## src/rtl/bus_pkg.sv

```systemverilog
// Shared types and helpers for the registered bus arbiter/mux.
package bus_pkg;

    localparam int BUS_W = 16;

    typedef enum logic {
        ARB_FIXED = 1'b0,
        ARB_RR    = 1'b1
    } arb_mode_t;

    function automatic int idx_w(input int n);
        return (n > 1) ? $clog2(n) : 1;
    endfunction

endpackage

```

## src/rtl/rr_arbiter.sv

```systemverilog
// Last-winner pointer plus combinational winner search (round-robin or fixed priority).
module rr_arbiter
    import bus_pkg::*;
#(
    parameter int N_SRC = 4,
    localparam int IW   = idx_w(N_SRC)
) (
    input  logic             Clk,
    input  logic             Reset,
    input  logic [N_SRC-1:0] req,
    input  logic             hold,
    input  arb_mode_t        mode,
    output logic [IW-1:0]    winner,
    output logic             any_req
);

    logic [IW-1:0] r_ptr;
    logic          w_found;
    int            w_idx;

    // RR search starts one past the last winner, so r_ptr itself is checked last.
    always_comb begin
        winner  = '0;
        w_found = 1'b0;
        w_idx   = 0;
        any_req = |req;
        if (mode == ARB_RR) begin
            for (int k = 1; k <= N_SRC; k++) begin
                w_idx = int'(r_ptr) + k;
                if (w_idx >= N_SRC) w_idx = w_idx - N_SRC;
                if (!w_found && req[w_idx[IW-1:0]]) begin
                    winner  = w_idx[IW-1:0];
                    w_found = 1'b1;
                end
            end
        end else begin
            for (int i = 0; i < N_SRC; i++) begin
                if (!w_found && req[i]) begin
                    winner  = IW'(i);
                    w_found = 1'b1;
                end
            end
        end
    end

    always_ff @(posedge Clk) begin
        if (Reset) begin
            r_ptr <= IW'(N_SRC - 1);
        end else if (!hold && any_req && mode == ARB_RR) begin
            r_ptr <= winner;
        end
    end

endmodule

```

## src/rtl/rr_bus_arbiter_mux.sv

```systemverilog
// Registered shared-bus driver: arbitrates N_SRC requesters and registers the winner's data.
module rr_bus_arbiter_mux
    import bus_pkg::*;
#(
    parameter int WIDTH   = BUS_W,
    parameter int N_SRC   = 4,
    parameter int MODE_RR = 1,
    localparam int IW     = idx_w(N_SRC)
) (
    input  logic                   Clk,
    input  logic                   Reset,
    input  logic [N_SRC-1:0]       req,
    input  logic [N_SRC*WIDTH-1:0] data_in,
    input  logic                   hold,
    output logic [N_SRC-1:0]       grant,
    output logic [IW-1:0]          grant_idx,
    output logic [WIDTH-1:0]       bus_out,
    output logic                   bus_valid
);

    localparam arb_mode_t MODE = (MODE_RR != 0) ? ARB_RR : ARB_FIXED;

    logic [IW-1:0]    w_winner;
    logic             w_any_req;
    logic [WIDTH-1:0] w_src [N_SRC];
    logic [WIDTH-1:0] w_sel;

    logic [N_SRC-1:0] r_grant;
    logic [IW-1:0]    r_grant_idx;
    logic [WIDTH-1:0] r_bus_out;
    logic             r_bus_valid;

    rr_arbiter #(.N_SRC(N_SRC)) u_arb (
        .Clk     (Clk),
        .Reset   (Reset),
        .req     (req),
        .hold    (hold),
        .mode    (MODE),
        .winner  (w_winner),
        .any_req (w_any_req)
    );

    for (genvar g = 0; g < N_SRC; g++) begin : g_src
        assign w_src[g] = data_in[g*WIDTH +: WIDTH];
    end

    assign w_sel = w_src[w_winner];

    // Idle cycles drop grant/valid but keep bus_out and grant_idx from the last transfer.
    always_ff @(posedge Clk) begin
        if (Reset) begin
            r_grant     <= '0;
            r_grant_idx <= '0;
            r_bus_out   <= '0;
            r_bus_valid <= 1'b0;
        end else if (!hold) begin
            if (w_any_req) begin
                r_grant     <= N_SRC'(1) << w_winner;
                r_grant_idx <= w_winner;
                r_bus_out   <= w_sel;
                r_bus_valid <= 1'b1;
            end else begin
                r_grant     <= '0;
                r_bus_valid <= 1'b0;
            end
        end
    end

    assign grant     = r_grant;
    assign grant_idx = r_grant_idx;
    assign bus_out   = r_bus_out;
    assign bus_valid = r_bus_valid;

endmodule

```

## config.mk

```make
export PLATFORM = sky130hd
export DESIGN_NAME = rr_bus_arbiter_mux
export DESIGN_NICKNAME = d
export VERILOG_FILES = /design/src/rtl/bus_pkg.sv /design/src/rtl/rr_arbiter.sv /design/src/rtl/rr_bus_arbiter_mux.sv
export SDC_FILE = /design/constraint.sdc
export NUM_CORES = 1
export LEC_CHECK = 0
export ABC_AREA = 1
export BUFFER_PORTS_ARGS = -buffer_cell sky130_fd_sc_hd__clkbuf_2
export CORE_MARGIN = 2
export CORE_UTILIZATION = 45
export CTS_CLUSTER_SIZE = 14
export DETAILED_ROUTE_END_ITERATION = 8
export GPL_ROUTABILITY_DRIVEN = 1
export HOLD_SLACK_MARGIN = 0.1
export MAX_ROUTING_LAYER = met4
export PLACE_DENSITY = 0.8
export SLEW_MARGIN = 20
export SYNTH_ARGS = -nofsm -noshare
export SYNTH_HDL_FRONTEND = slang
export SYNTH_SLANG_ARGS = --single-unit
```

## constraint.sdc

```tcl
create_clock -name Clk -period 2.5 [get_ports Clk]
set_input_delay 0.125 -clock Clk [delete_from_list [all_inputs] [get_ports Clk]]
set_output_delay 0.125 -clock Clk [all_outputs]
set_load 0.05 [all_outputs]
```

==> summary.md <==
| Metric | Value |
|---|---|
| CTS Sinks | `25` |
| Post-Syn Area | `1780 sq um` |
| Register-to-Register Path Depth | `14` |
| Crit path kind | `register to register` |
| Antenna Cells | `0` |
| Register area | `502 sq um` |
| Multi-input gate area | `1110 sq um` |
| Routability cong. | `1.04` |
| GR Overflow Total | `0` |
| R2R Path End | `bus_out[8]` |
| Layout cells sized above 1 | `33.5%` |
| Total power | `1.90 mW` |
| Top-count cell post-synth | `nand2_1` |
| Ys async rst share | `0%` |
| Min-delay worst type | `input port to register` |
| Drt drc | `0` |
| Total track usage | `25.0%` |
| Setup TNS | `0 ns` |
| Sequential area share after synthesis | `28.1%` |
| Number of fill cells in the layout | `387` |
| RSZ-0062 raised after global routing | `false` |
| CTS tree | `built` |
| CP endpoint kind | `register` |
| Starting density of the core | `47.6%` |
| WP data required | `2.72 ns` |
| CTS buffer count | `3` |
| Cell Area, Placed | `2230 sq um` |
| Clock buffer depth | `2` |
| Synth warnings | `0` |
| Total number of vias | `2193` |
| IO Count | `94` |
| Number of nets with antenna violations after routing | `0` |
| H-Tree Depth | `1` |
| Arrival time worst endpoint | `2.47 ns` |
| Outcome | `finished, final reports clean` |
| Power Density | `833 nW/um^2` |
| CTS Root Cell | `clkbuf_8` |
| #FFs+latches synth | `25` |
| Post-synth top area cell | `dfxtp_1` |
| Die width | `66.9 um` |
| Final wirelength | `5.28 mm` |
| Unique masters post-synth | `25` |
| WL per Instance | `12.7 um` |
| Std-Cell Rows | `22` |
| Largest net degree at the start of global routing | `35` |
| Vias/cell | `5.28` |
| Post-synth EDFFs | `0` |
| Worst Setup EP | `bus_out[8]` |
| Die Height | `66.9 um` |
| Reg2reg setup slack | `0.25 ns` |
| HPWL Detailed | `4.05 mm` |
| Hold_buf cts | `0` |
| Worst slew pin tran | `0.510 ns` |
| Area contributors post-synth | `dfxtp_1 (28%), nand3_1 (18%), nand2_1 (15%)` |
| Critical path origin | `u_arb.r_ptr[0]` |
| FF-to-FF Start | `u_arb.r_ptr[0]` |
| Final #Nets | `439` |
| Maximum clock rate | `445 MHz` |
| Initial DRT Pass Iterations | `4` |
| Vias in the first global route | `1891` |
| Max-slew violations | `0` |
| Syn_nets | `353` |
| Clk pin slew, worst setup/hold paths | `0.10 ns` |
| First-pass GRT wire length | `8.49 mm` |
| Top-area cell type share of the netlist area | `28.1%` |
| Primary FF master, synth | `dfxtp_1` |
| Pleak | `1.20 nW` |
| Maximum capacitance violations | `0` |
| Peak VDD IR | `452 uV` |
| Crit-path max FO | `27` |
| Clk Latency, worst-skew pair | `0.27 ns` |
| Max_slew headroom | `66.0%` |
| Core outline area | `3740 sq um` |
| Final Cycle Share | `89.9%` |
| Fin Clk Skew | `0.00841 ns` |
| First DRT Iteration DRCs | `154` |
| Post-Syn Instances | `282` |
| Finished Cell Area | `2280 sq um` |
| Initial antenna violation count | `0` |
| PortBufs | `93` |
| Synthesized area per cell | `6.31 sq um` |
| Die area | `4480 sq um` |
| Crit start category | `register` |
| Endpoints failing setup | `0` |
| Area grow syn2layout | `28.3%` |
| Top cells by count, synth | `nand2_1 (69), nand3_1 (63), nor2_1 (34)` |
| Final Hold Viols | `0` |
| Fin crit period | `2.25 ns` |
## cells in the final DEF (no fill, tap or decap), drive strengths merged
cell type / count
clkbuf: 96
nand2: 77
nand3: 63
nor2: 37
dfxtp: 25
nand4: 19
o21ai: 17
inv: 13
a21oi: 7
buf: 6
o211ai: 2
and2: 1
o21bai: 1
nor4: 1
clkinv: 1
clkinvlp: 1
## state kept, by name, summed over array words and instances (netlist names)
name,count
bus_out,16
grant_idx,2
u_arb.r_ptr,2
grant,4
bus_valid,1
## layout make-up
class | instances | area share (%)
clock buffer | 3 | 1.81
clock inverter | 1 | 0.329
inverter | 14 | 2.35
multi-input combinational | 225 | 48.6
sequential | 25 | 22.0
tap | 48 | 2.63
timing repair buffer | 99 | 22.3
## metal layers
layer  share of wire, %  up-vias  global-route usage, %
met5                  0        -                      -
met4                1.8        0                   7.91
met3                5.6       11                   3.38
met2                 48       86                   40.5
met1                 44      970                   32.3
li1                   -     1126                      -
## what timing repair did
item | CTS | global route
setup buffers | 0 | 0
endpoints found under the setup margin | 0 | 6
gates resized for setup | 0 | 2
endpoints found under the hold margin | 0 | 0
## cell families (layout without fill, tap and decap cells)
| logic type | Yosys count | after routing | synth area share [%] |
|---|---|---|---|
| AND/OR/NAND/NOR | 198 | 198 | 54.2 |
| buffers and inverters | 32 | 117 | 9.70 |
| AO/OA/AOI/OAI | 27 | 27 | 8.01 |
| flip-flops | 25 | 25 | 28.1 |
## critical path, stage by stage, from the launching register on
cell	delay, ns
dfxtp_2	0.48
inv_2	0.15
nand2_1	0.08
nand2_1	0.09
nand2_2	0.13
nand2_4	0.09
nor2_8	0.12
nand4_2	0.11
nand2_4	0.09
clkinv_2	0.29
nor2_1	0.28
nand2_1	0.08
nand2_1	0.07
nor2_1	0.05
nor2_1	0.07
## power by group
part | switching [mW] | internal, mW
combinational | 0.804 | 0.345
sequential | 0.0426 | 0.462
clock | 0.136 | 0.113
## through the flow
| stage | instances | worst slack (ns) | utilization (%) | hold WS, ns |
|---|---|---|---|---|
| 2_1_floorplan | 282 | 0.738 | - | 0.265 |
| 3_3_place_gp | 411 | 0.251 | 59.7 | 0.400 |
| 3_5_place_dp | 411 | 0.179 | 59.7 | 0.407 |
| 4_1_cts | 415 | 0.152 | 61.0 | 0.114 |
| 5_1_grt | 415 | 0.0123 | 61.0 | 0.132 |
| 6_report | 415 | 0.253 | 61.0 | 0.114 |
## worst min-delay path by stage
stage	from	end	slack, ns	depth (start not counted)
floorplan	hold	bus_valid	0.27	2
global placement	Reset	grant_idx[1]	0.40	2
detailed placement	Reset	grant_idx[1]	0.41	2
CTS	Reset	grant[1]	0.11	2
global route	Reset	grant_idx[1]	0.13	2
finish	Reset	grant[1]	0.11	2
(Power assumes the default switching activity.)
